==> config.mk <==
export PLATFORM = sky130hd
export DESIGN_NAME = axis_rr_arbiter
export DESIGN_NICKNAME = d
export VERILOG_FILES = /design/src/rtl/axis_rr_arbiter.sv
export SDC_FILE = /design/constraint.sdc
export NUM_CORES = 1
export LEC_CHECK = 0
export CORE_AREA = 2 2 135 71
export DETAILED_ROUTE_END_ITERATION = 8
export DIE_AREA = 0 0 137 73
export PLACE_DENSITY = 0.78
export SYNTH_ARGS = -nofsm -noshare
export SYNTH_HDL_FRONTEND = slang
export SYNTH_SLANG_ARGS = --single-unit
==> constraint.sdc <==
create_clock -name clk -period 1.8 [get_ports clk]
set_input_delay 0.18 -clock clk [delete_from_list [all_inputs] [get_ports clk]]
set_output_delay 0.18 -clock clk [all_outputs]
set_load 0.005 [all_outputs]
==> src/rtl/axis_rr_arbiter.sv <==
// Two-source AXI-Stream packet arbiter with round-robin tie breaking.
// A grant is held for a whole packet and released only after its tlast beat transfers.
module axis_rr_arbiter #(
  parameter int DATA_WIDTH = 32,
  parameter int CNT_WIDTH  = 16
) (
  input  logic                  clk,
  input  logic                  reset,
  input  logic                  enable,
  input  logic [DATA_WIDTH-1:0] s0_axis_tdata,
  input  logic                  s0_axis_tvalid,
  input  logic                  s0_axis_tlast,
  output logic                  s0_axis_tready,
  input  logic [DATA_WIDTH-1:0] s1_axis_tdata,
  input  logic                  s1_axis_tvalid,
  input  logic                  s1_axis_tlast,
  output logic                  s1_axis_tready,
  output logic [DATA_WIDTH-1:0] m_axis_tdata,
  output logic                  m_axis_tvalid,
  output logic                  m_axis_tlast,
  input  logic                  m_axis_tready,
  output logic                  m_axis_tid,
  output logic                  busy,
  output logic [CNT_WIDTH-1:0]  beat_cnt,
  output logic [CNT_WIDTH-1:0]  pkt_cnt0,
  output logic [CNT_WIDTH-1:0]  pkt_cnt1
);

  typedef enum logic [1:0] {
    IDLE   = 2'd0,
    GRANT0 = 2'd1,
    GRANT1 = 2'd2
  } state_t;

  state_t state;
  state_t state_next;
  logic   last_grant;
  logic   xfer;
  logic   pkt_done;

  assign xfer     = m_axis_tvalid & m_axis_tready;
  assign pkt_done = xfer & m_axis_tlast;

  // Arbitration is only evaluated in IDLE, so every packet costs one bubble cycle.
  always_comb begin
    state_next = state;
    unique case (state)
      IDLE: begin
        if (enable) begin
          if (s0_axis_tvalid && s1_axis_tvalid)
            state_next = last_grant ? GRANT0 : GRANT1;
          else if (s0_axis_tvalid)
            state_next = GRANT0;
          else if (s1_axis_tvalid)
            state_next = GRANT1;
        end
      end
      GRANT0:  if (pkt_done) state_next = IDLE;
      GRANT1:  if (pkt_done) state_next = IDLE;
      default: state_next = IDLE;
    endcase
  end

  always_comb begin
    m_axis_tdata   = '0;
    m_axis_tvalid  = 1'b0;
    m_axis_tlast   = 1'b0;
    m_axis_tid     = 1'b0;
    s0_axis_tready = 1'b0;
    s1_axis_tready = 1'b0;
    busy           = 1'b0;
    unique case (state)
      GRANT0: begin
        m_axis_tdata   = s0_axis_tdata;
        m_axis_tvalid  = s0_axis_tvalid;
        m_axis_tlast   = s0_axis_tlast;
        s0_axis_tready = m_axis_tready;
        busy           = 1'b1;
      end
      GRANT1: begin
        m_axis_tdata   = s1_axis_tdata;
        m_axis_tvalid  = s1_axis_tvalid;
        m_axis_tlast   = s1_axis_tlast;
        s1_axis_tready = m_axis_tready;
        m_axis_tid     = 1'b1;
        busy           = 1'b1;
      end
      default: ;
    endcase
  end

  // last_grant resets to 1 so that source 0 wins the first tie.
  always_ff @(posedge clk or posedge reset) begin
    if (reset) begin
      state      <= IDLE;
      last_grant <= 1'b1;
    end else begin
      state <= state_next;
      if (pkt_done)
        last_grant <= (state == GRANT1);
    end
  end

  // The IDLE bubble following a tlast beat is where the beat counter clears.
  always_ff @(posedge clk or posedge reset) begin
    if (reset) begin
      beat_cnt <= '0;
      pkt_cnt0 <= '0;
      pkt_cnt1 <= '0;
    end else begin
      if (xfer) begin
        if (beat_cnt != '1)
          beat_cnt <= beat_cnt + CNT_WIDTH'(1);
      end else if (state == IDLE) begin
        beat_cnt <= '0;
      end
      if (pkt_done && state == GRANT0)
        pkt_cnt0 <= pkt_cnt0 + CNT_WIDTH'(1);
      if (pkt_done && state == GRANT1)
        pkt_cnt1 <= pkt_cnt1 + CNT_WIDTH'(1);
    end
  end

endmodule

## Word level (Yosys, flattened, before mapping)

Index checks and enable logic that the tools add are counted.

| storage, ports and cells | value |
|---|---|
| word-level logic and storage cells | 42 |
| memories | 0 |
| RAM bits | 0 |
| bits in read-only memories | 0 |
| bits of input ports | 72 |
| latch bits | 0 |
| flip-flop bits (word level) | 51 |

| operators by class | value |
|---|---|
| mux-type cells | 17 |
| order comparisons | 0 |
| eq/ne operators | 7 |
| reduce and logical (&&, ||, !) cells | 8 |
| $add $sub $neg | 3 |
| bitwise operators | 2 |
| shift operators | 0 |
| div/mod/pow operators | 0 |
| multiply operators | 0 |

Operators with widths:

| cell | count |
|---|---|
| case mux 32 bit (2 select lines) | 1 |
| adder 16 x 1 -> 16 bit, second input constant | 3 |
| two-way mux 16 bit | 3 |
| != test 16 bit, second input constant | 1 |
| two-way mux 2 bit | 6 |
| two-way mux 1 bit | 4 |
| != test 2 x 1 -> 1 bit, second input constant | 2 |
| != test 4 bit, second input constant | 1 |
| case mux 1 bit (2 select lines) | 2 |
| case mux 2 bit (2 select lines) | 1 |
| logical AND 1 bit | 3 |
| AND reduction 3 bit | 1 |
| AND 1 bit | 2 |
| equality test 2 x 1 -> 1 bit, second input constant | 1 |
| equality test 2 bit, second input constant | 1 |
| zero test 2 bit | 1 |
| != test 2 bit, second input constant | 1 |
| AND reduction 2 bit | 1 |
| nonzero test 2 bit | 1 |
| OR reduction 2 bit | 1 |

## Depth between registers and ports, before layout

Gate-level depths: netlist of the first run.

| depth | value |
|---|---|
| word-level depth | 6 |
| gate-level depth with buffers | 9 |
| depth with buffers taken out | 6 |

## Least setup slack after synthesis of the first run

Ideal clock, no wire load.

| path | value |
|---|---|
| kind | flip-flop to flip-flop |
| start | reg state[0] |
| end | reg beat_cnt[5] |
| clock period less this slack | 1.993 ns |
| cell stages (with the launch flop) | 9 |
| arrival | 1.924 ns |
| path slack | -0.193 ns |
| setup time | 0.069 ns |
| cell sequence | dfrtp_1 inv_1 ha_1 buf_4 and2_0 clkbuf_1 nand2_2 or4_2 nand3_1 |

| between the ends | value |
|---|---|
| cells in the longest elaborated chain, start to end | 5 |
| elaborated cells on any way between the ends | 9 |

Ends and longest elaborated chain:

| element | RTL line | source |
|---|---|---|
| from (decl) | 35 | `state_t state;` |
| from (signal assigned) | 98 | `state <= state_next;` |
| equality test 2 bit or equality test 2 x 1 -> 1 bit (tied branches) | 72 | `unique case (state)` |
| case mux 1 bit (2 select lines) | 72 |  |
| AND 1 bit | 41 | `assign xfer = m_axis_tvalid & m_axis_tready;` |
| != test 2 x 1 -> 1 bit (no line) or nonzero test 2 bit (tied branches) | - |  |
| AND reduction 2 bit (no line) | - |  |
| to (signal assigned) | 113 | `beat_cnt <= beat_cnt + CNT_WIDTH'(1);` |
| to (decl) | 24 | `output logic [CNT_WIDTH-1:0] beat_cnt,` |

Several ways; a longest one is shown, not always the timed one.
A chain may end at the register's enable or synchronous reset.

## Worst setup path after layout of the first run

| path | value |
|---|---|
| start | reg state[0] |
| end | reg pkt_cnt0[5] |

| between the ends | value |
|---|---|
| cells in the longest elaborated chain, start to end | 5 |
| elaborated cells on any way between the ends | 7 |

Ends and longest elaborated chain:

| element | RTL line | source |
|---|---|---|
| equality test 2 bit or equality test 2 x 1 -> 1 bit (tied branches) | 72, 117 |  |
| case mux 1 bit (2 select lines) | 72 |  |
| AND 1 bit | 41 |  |
| AND 1 bit | 42 | `assign pkt_done = xfer & m_axis_tlast;` |
| logical AND 1 bit (*) | 117 | `if (pkt_done && state == GRANT0)` |
| to (signal assigned) | 118 | `pkt_cnt0 <= pkt_cnt0 + CNT_WIDTH'(1);` |
| to (decl) | 25 | `output logic [CNT_WIDTH-1:0] pkt_cnt0,` |

Every way passes the cells marked *; elsewhere a longest branch is shown, timed or not.

==> results_dict.tcl, run 1 <==
set metrics [dict create \
    wl_mm 16.3 \
    criticalPathCategory "reg2reg" \
    finClkSkew_ps 6.92 \
    cts_max_level 2 \
    start_util 0.356 \
    worst-r2r-setup-slack_ps -260 \
    vias_per_cell 5.82 \
    post_drt_wl_per_cell_um 22.6 \
    utilization 0.757 \
    grt_max_degree 52 \
    die_w_um 137 \
    worstPathRequired_ps 1980 \
    timing.critical_path.mode_cell "buf_6" \
    grt_pass1_wl_mm 21.7 \
    antenna_found_initial 0 \
    ir_worst_vdd_mv 0.449 \
    crit_buf_inv 6 \
    p_per_area_nw_per_um2 1050 \
    synthDistinctLibCells 53 \
    yosysTopAreaCell "dfrtp_1" \
    num_antenna_cells 0 \
    tritoncts "built" \
    drive_gt1_frac 0.460 \
    cts.sinks 51 \
    synthCells 338 \
    setup_ws_ps -259 \
    cap_violations 0 \
    clock.fmax_ghz 0.486 \
    async_reset_ff_frac 1.00 \
    synth_top_area_share 0.390 \
    final_hold_viol_count 0 \
    root_buffer "clkbuf_16" \
    ys_warn_count 0 \
    ys_ff_latch 51 \
    p_total_mw 7.19 \
    dr.pass1.iters 5 \
    critPathTopFamily "buffers and inverters" \
    cts_buffers 5 \
    dp_slack_ps -225 \
    dieHeight_um 73 \
    num_vias 4196 \
    worstMarginPinSlew_ps 559 \
    worstSetupStartpoint "state[0]" \
    reg2reg_from "state[0]" \
    io_pins 158 \
    rows 25 \
    grt.total_usage 0.283 \
    drt-initial-drc-count 307 \
    ant_nets 0 \
    syn_nets 416 \
    worst_hold_path_type "in2async" \
    insertion_delay_ps 300 \
    dp_hpwl_mm 8.61 \
    arrival_ps 2240 \
    synthTopCellsByArea "dfrtp_1 (39%), a22oi_1 (8.0%), nor2b_1 (6.2%)" \
    slew_headroom 0.626 \
    synth_ff_type "dfrtp_1" \
    fin_crit_sh 1.14 \
    status "complete, but fails checks" \
    drv_slew 0 \
    grt_setup_unrepaired "true" \
    cp_slowest_cell "dfrtp_1" \
    design.core.area_sq_um 9010 \
    final_nets 677 \
    critical-path-max-stage-delay_ps 410 \
    crit_path_cell_trace "buf_6 -> ha_4 -> buf_6 -> buf_6 -> a22o_4 -> buf_6 -> nand4_1 -> buf_6 -> buf_12 -> nor3_4 -> xor2_1" \
    grt-ovfl-total 0 \
    cp-end-kind "flop" \
    period_needed_ps 2060 \
    area_growth_pct 113 \
    cts_buffer_depth 2 \
    drc 0 \
    place.port_buffers 157 \
    seq_area_frac_synth 0.398 \
    layout_commonest_cell "clkdlybuf4s50_1" \
    syn_area_per_cell_sq_um 9.49 \
    synth_area_sq_um 3210 \
    place.gp.congestion 0.904 \
    path_clk_slew_ps 70 \
    final_cell_mix "clkdlybuf4s50_1 (119), buf_4 (57), dfrtp_1 (50)" \
    worstPathMaxFanout 5 \
    synth_edf_count 0 \
    setup_violations 85 \
    leakage_nw 3.13 \
    violations "setup timing" \
    dieArea_sq_um 10000 \
    crit_path_start_kind "flop" \
    grt_pass1_vias 3967 \
]
[sequential cells by signal, summed over array words and instances, names as in the netlist]
name and count:
beat_cnt 16, last_grant 1, pkt_cnt0 16, pkt_cnt1 16
state 2
[Yosys cell counts, drive strengths merged (7+ instances only)]
cell and n:
buf 9, nand4 21, clkbuf 10, nor4 14
nor2 7, nand2 26, xnor2 14, nor3 11
a22oi 34, dfrtp 50, nand3 23, xor2 17
nor2b 32, and2 7
[logic make-up after synthesis]
logic type               Yosys count  synth area share
multiplexers                       9            0.0293
AND/OR/NAND/NOR                  158             0.285
flip-flops                        51             0.398
adder cells (fa/ha/maj)            6            0.0234
buffers and inverters             24            0.0336
AO/OA/AOI/OAI                     59             0.146
XOR/XNOR                          31            0.0847
[stage by stage]
| step | area [sq um] | setup TNS, ps | cells | hold WS, ps |
|---|---|---|---|---|
| finish | 6820 | -11330 | 721 | 253 |
| detailed placement | 5260 | -9160 | 641 | 457 |
| global route | 6820 | -16180 | 721 | 279 |
| floorplan | 3260 | -1140 | 338 | 325 |
| global placement | 5260 | -4600 | 641 | 451 |
| CTS | 6500 | -7780 | 700 | 274 |
[report_power, final]
part           total (mW)  internal (mW)  switching [mW]
sequential           1.27           1.20          0.0705
combinational        4.93           2.74            2.19
clock               0.982          0.514           0.468
[worst register-to-register path: cells and delay by family, from the launching register on]
kind	cells	cell delay [ps]
XOR/XNOR	1	170
AND/OR/NAND/NOR	2	170
buffers and inverters	6	780
AO/OA/AOI/OAI	1	230
flip-flops	1	410
adder cells (fa/ha/maj)	1	170
[area by class of cell]
cell class	instances	area, sq um
inverter	5	18.8
tap	121	151
timing repair buffer	273	2650
clock buffer	5	125
clock inverter	3	20.0
multi-input combinational	263	2580
fill	547	2190
sequential	51	1280
[what timing repair did]
action,in CTS,in global routing
gates resized for setup,257,78
hold buffers,0,0
endpoints found under the setup margin,84,86
gates cloned,6,1
setup buffers,46,22
pin swaps,59,49
[path summary, 6_finish.rpt]
path,cells after the start,end
min in group clk,1,pkt_cnt0[15]
max,11,pkt_cnt0[5]
min,3,beat_cnt[2]
min reg2reg,1,pkt_cnt0[15]
max reg2reg,11,pkt_cnt0[5]
max in group asynchronous,3,last_grant
[layer usage]
layer / part of all wire / up-vias / GRT usage
met4: 0.035 / 0 / 0.0779
met5: 0 / - / 0
met1: 0.43 / 2089 / 0.406
met2: 0.45 / 250 / 0.432
met3: 0.078 / 58 / 0.0639
li1: - / 1799 / -
Note: power is estimated with default switching activity, not from simulation.
==> inputs of run 2 (changes only) <==
- MAX_ROUTING_LAYER: not set -> met4
- SETUP_SLACK_MARGIN: not set -> 0.3
==> run 2 against run 1 <==
Net effect: the flow still finishes with violations (setup timing); largest power group unchanged; first-iteration DRC count grew 4.6%; highest routed layer unchanged; critical path depth shrank 2; clock power grew 15%; clock-buffer cell count is the same; via count grew 2.1%; non-clock buffer count grew 4; sequential share of layout area shrank 0.42 points; critical path type is now reg2out.
==> results_dict.tcl, run 2 (synthesized netlist as in run 1, its figures left out) <==
set metrics [dict create \
    status "complete, but fails checks" \
    violations "setup timing" \
    worstPathMaxFanout 5 \
    clock.fmax_ghz 0.459 \
    dieHeight_um 73 \
    worstMarginPinSlew_ps 591 \
    path_clk_slew_ps 70 \
    top_layer_used "met4" \
    antenna_found_initial 0 \
    drt-initial-drc-count 321 \
    worstPathRequired_ps 1620 \
    setup_ws_ps -378 \
    insertion_delay_ps 300 \
    p_comb_frac 0.716 \
    slew_headroom 0.603 \
    holdBufCountCts 0 \
    place.gp.congestion 0.936 \
    layout_commonest_cell "clkdlybuf4s50_1" \
    worst-r2r-setup-slack_ps -330 \
    dr.pass1.iters 5 \
    drive_gt1_frac 0.514 \
    dp_slack_ps -224 \
    p_per_area_nw_per_um2 1190 \
    cts_buffer_depth 2 \
    start_util 0.356 \
    criticalPathCategory "reg2out" \
    grt_pass1_vias 3906 \
    num_vias 4284 \
    drc 0 \
    wl_mm 16.4 \
    area_growth_pct 121 \
    dr_wl_met2_mm 8.06 \
    grt-ovfl-total 0 \
    p_sw_mw 3.00 \
    p_int_mw 5.42 \
    final_nets 682 \
    io_pins 158 \
    setup_violations 87 \
    tritoncts "built" \
    vias_per_cell 5.90 \
    hold_ws_ps 250 \
    period_needed_ps 2180 \
    root_buffer "clkbuf_16" \
    wl_met3_mm 1.09 \
    cap_violations 0 \
    seq_area_sq_um 1290 \
    cts_max_level 2 \
    dp_hpwl_mm 8.65 \
    leakage_nw 3.34 \
    fin_area_sq_um 7080 \
    grt_max_degree 36 \
    ir_worst_vdd_mv 0.602 \
    final_hold_viol_count 0 \
    post_drt_wl_per_cell_um 22.6 \
    die_w_um 137 \
    grt.total_usage 0.276 \
    num-fill-cells 465 \
    power_frac_seq 0.150 \
    cts.sinks 51 \
    dpl-instance-area_sq_um 5450 \
    wl_met1_mm 6.87 \
    grt_setup_unrepaired "true" \
    cts_buffers 5 \
    rows 25 \
    final_cell_mix "clkdlybuf4s50_1 (104), buf_4 (61), buf_6 (45)" \
    ant_nets 0 \
    largestRegisters "beat_cnt: 16 flops, pkt_cnt0: 16 flops, pkt_cnt1: 16 flops" \
    cp-end-kind "output pin" \
    swShare 0.356 \
    clkPwrFrac 0.134 \
    place.port_buffers 157 \
    dieArea_sq_um 10000 \
    arrival_ps 2000 \
    grt_pass1_wl_mm 20.7 \
    fin_crit_sh 1.21 \
    num_antenna_cells 0 \
    design.core.area_sq_um 9010 \
    multi_input_area_sq_um 2690 \
    drv_slew 0 \
    finClkSkew_ps 6.34 \
    worst_hold_path_type "in2async" \
    crit_path_start_kind "flop" \
]
[run 2: final cells by class]
cell class | count | area share
Sequential cell | 51 | 0.183
Timing Repair Buffer | 277 | 0.389
Clock inverter | 3 | 0.00619
Multi-Input combinational cell | 264 | 0.380
Inverter | 5 | 0.00265
Clock buffer | 5 | 0.0177
Tap cell | 121 | 0.0214
[run 2: path summary, 6_finish.rpt]
| kind | start | to | cells past startpoint |
|---|---|---|---|
| min in group clk | pkt_cnt1[15] | pkt_cnt1[15] | 1 |
| setup reg to reg | state[1] | beat_cnt[9] | 11 |
| hold / removal | reset | pkt_cnt1[12] | 3 |
| hold reg to reg | pkt_cnt1[15] | pkt_cnt1[15] | 1 |
| max in group asynchronous | reset | pkt_cnt0[8] | 3 |
| setup / recovery | state[1] | m_axis_tdata[21] | 9 |
[run 2: routing by layer]
layer  GRT usage  up-vias
met1       0.391     2186
met3      0.0535       45
met2       0.416      236
met4      0.0447        0
met5           -        -
li1            -     1817
[run 2: metrics by stage]
stage	setup TNS [ps]	power, mW	cells	utilization
3_3_place_gp	-2890	4.26	646	0.604
6_report	-17310	8.42	726	0.785
2_1_floorplan	0	2.81	338	-
4_1_cts	-8030	6.93	694	0.715
3_5_place_dp	-7110	4.31	646	0.604
5_1_grt	-20100	8.72	726	0.785
[run 2: timing repair]
| action | 4_1_cts | 5_1_grt |
|---|---|---|
| resized for setup | 208 | 152 |
| setup buffers | 35 | 32 |
| endpoints found under the setup margin | 98 | 109 |
| gates cloned | 5 | 0 |
| pin swaps | 27 | 28 |
[run 2: worst max-delay path, cell delays in order, from the launching register on]
cell	delay (ps)
dfrtp_1	410
inv_2	70
buf_6	130
ha_4	290
buf_6	120
buf_6	90
buf_6	90
buf_16	100
nor2b_1	220
clkbuf_2	160
[run 2: power by group through the flow]
stage               clock network (mW)  registers [mW]  logic, mW
finish                            1.13            1.27       6.03
global placement                     0            1.27       2.99
global route                      1.20            1.27       6.26
detailed placement                   0            1.27       3.04
floorplan                            0            1.28       1.53
CTS                               1.13            1.25       4.55
==> inputs of run 3 (changes only) <==
- GPL_ROUTABILITY_DRIVEN: not set -> 0
==> run 3 against run 2 <==
Net effect: the run still ends with setup timing left; clock-buffer cell count stayed put; flip-flop and latch count unchanged; via count is 1.8% higher; first-iteration DRC count is 16% higher; global-route usage grew 1.1 points; combinational power grew 0.8%; register-to-register slack gained 40 ps; core utilization up 1.6 points; final cell count down 1.1%; sequential power is essentially flat; non-clock buffer count decreased by 7; critical endpoint is now state[0]; largest cell class unchanged; largest power group unchanged.
==> results_dict.tcl, run 3 (synthesized netlist as in run 1, its figures left out) <==
set metrics [dict create \
    finClkSkew_ps 11.7 \
    largestRegisters "beat_cnt: 16 flops, pkt_cnt0: 16 flops, pkt_cnt1: 16 flops" \
    io_pins 158 \
    period_needed_ps 2090 \
    cp-end-kind "flop" \
    reg2reg_from "state[0]" \
    worstPathMaxFanout 7 \
    dieArea_sq_um 10000 \
    crit_path_start_kind "flop" \
    cap_violations 0 \
    ant_nets 0 \
    cts.sinks 51 \
    p_comb_frac 0.705 \
    final_nets 674 \
    p_sw_mw 3.08 \
    drc 0 \
    arrival_ps 2300 \
    num-fill-cells 453 \
    grt_max_degree 52 \
    swShare 0.357 \
    drv_slew 0 \
    final_cell_mix "clkdlybuf4s50_1 (106), buf_6 (53), buf_4 (37)" \
    cts_max_level 2 \
    path_clk_slew_ps 80 \
    rr_endpoint "state[0]" \
    clkPwrFrac 0.147 \
    slew_headroom 0.529 \
    num_vias 4361 \
    worst-r2r-cell-count 9 \
    status "complete, but fails checks" \
    leakage_nw 3.40 \
    vias_per_cell 6.07 \
    violations "setup timing" \
    grtUsageMet3 0.0722 \
    worstPathRequired_ps 2010 \
    start_util 0.356 \
    grt_setup_unrepaired "true" \
    power_frac_seq 0.148 \
    fin_crit_sh 1.16 \
    grt_pass1_wl_mm 21.2 \
    worst_hold_path_type "in2async" \
    cts_buffer_depth 2 \
    grt.total_usage 0.286 \
    grt.met1_usage 0.390 \
    criticalPathCategory "reg2reg" \
    grt-ovfl-total 0 \
    p_int_mw 5.55 \
    final_hold_viol_count 0 \
    root_buffer "clkbuf_16" \
    setup_ws_ps -287 \
    drive_gt1_frac 0.516 \
    wl_mm 17.6 \
    gr-max-usage-layer "met2" \
    post_drt_wl_per_cell_um 24.5 \
    area_growth_pct 125 \
    die_w_um 137 \
    finalSetupTns_ps -15700 \
    tritoncts "built" \
    antenna_found_initial 0 \
    dieHeight_um 73 \
    design.core.area_sq_um 9010 \
    insertion_delay_ps 310 \
    ir_worst_vdd_mv 0.618 \
    dp_hpwl_mm 8.77 \
    worstMarginPinSlew_ps 702 \
    met2_usage 0.438 \
    setup_violations 87 \
    rows 25 \
    p_total_mw 8.62 \
    num_antenna_cells 0 \
    dr.pass1.iters 5 \
    drt-initial-drc-count 371 \
    worst-r2r-setup-slack_ps -290 \
    p_per_area_nw_per_um2 1190 \
    cts_buffers 5 \
    place.port_buffers 157 \
    layout_commonest_cell "clkdlybuf4s50_1" \
    grt_pass1_vias 3888 \
    clock.fmax_ghz 0.479 \
]
run 3: cell count changes in the layout (fill, tap and decap cells not counted), moves of 5 or more:
cell	change
buf_2	+13
buf_6	+8
buf_4	-24
clkbuf_2	-8
buf_12	+5
run 3: final cells by class:
cell class / count / area, sq um / area share
repair buffers: 270 / 2830 / 0.392
flip-flops and latches: 51 / 1300 / 0.179
clock buffers: 5 / 125 / 0.0173
multi-input cells: 263 / 2730 / 0.379
clock inverters: 3 / 67.6 / 0.00936
inverters: 5 / 18.8 / 0.00260
well taps: 121 / 151 / 0.0210
run 3: critical path, cell delays in order, from the launching register on:
cell	delay [ps]
dfrtp_1	430
inv_2	110
ha_4	220
buf_6	120
a22o_4	260
buf_6	120
buf_6	110
nand3_4	150
a22o_4	190
mux2i_2	270
run 3: per-layer routing:
layer | wire length, um | share of wire
met3 | 1430 | 0.081
met2 | 8410 | 0.48
met5 | 0 | 0
met4 | 577 | 0.033
met1 | 7180 | 0.41
run 3: repair_timing:
| item | 4_1_cts | 5_1_grt |
|---|---|---|
| setup buffers | 31 | 26 |
| endpoints found under the setup margin | 94 | 111 |
| hold buffers | 0 | 0 |
| pin swaps | 32 | 32 |
| cloned | 7 | 2 |
| hold endpoints to repair | 0 | 0 |
| resized for setup | 274 | 109 |
run 3: metrics by stage:
step | instance area (sq um) | utilization | hold WS, ps | setup WS, ps | std cells
6_report | 7220 | 0.802 | 238 | -287 | 718
5_1_grt | 7220 | 0.802 | 270 | -366 | 718
4_1_cts | 6580 | 0.730 | 256 | -167 | 690
3_5_place_dp | 5480 | 0.608 | 458 | -221 | 644
3_3_place_gp | 5480 | 0.608 | 446 | -146 | 644
2_1_floorplan | 3420 | - | 325 | 18.2 | 338
run 3: power by group through the flow:
stage	logic (mW)	registers, mW	clock network (mW)
after global placement	3.12	1.27	0
after detailed placement	3.18	1.28	0
after global routing	6.26	1.28	1.31
after floorplan	1.53	1.28	0
final	6.08	1.28	1.26
after CTS	4.83	1.26	1.25
run 3: worst max-delay path by stage:
stage | slack (ps) | end | depth (start not counted) | start
after global placement | -150 | m_axis_tvalid | 6 | state[1]
final | -290 | state[0] | 9 | state[0]
after floorplan | 20 | pkt_cnt0[7] | 8 | state[0]
after global routing | -370 | pkt_cnt0[12] | 9 | state[0]
after detailed placement | -220 | pkt_cnt0[9] | 7 | state[0]
after CTS | -170 | m_axis_tdata[2] | 7 | state[1]
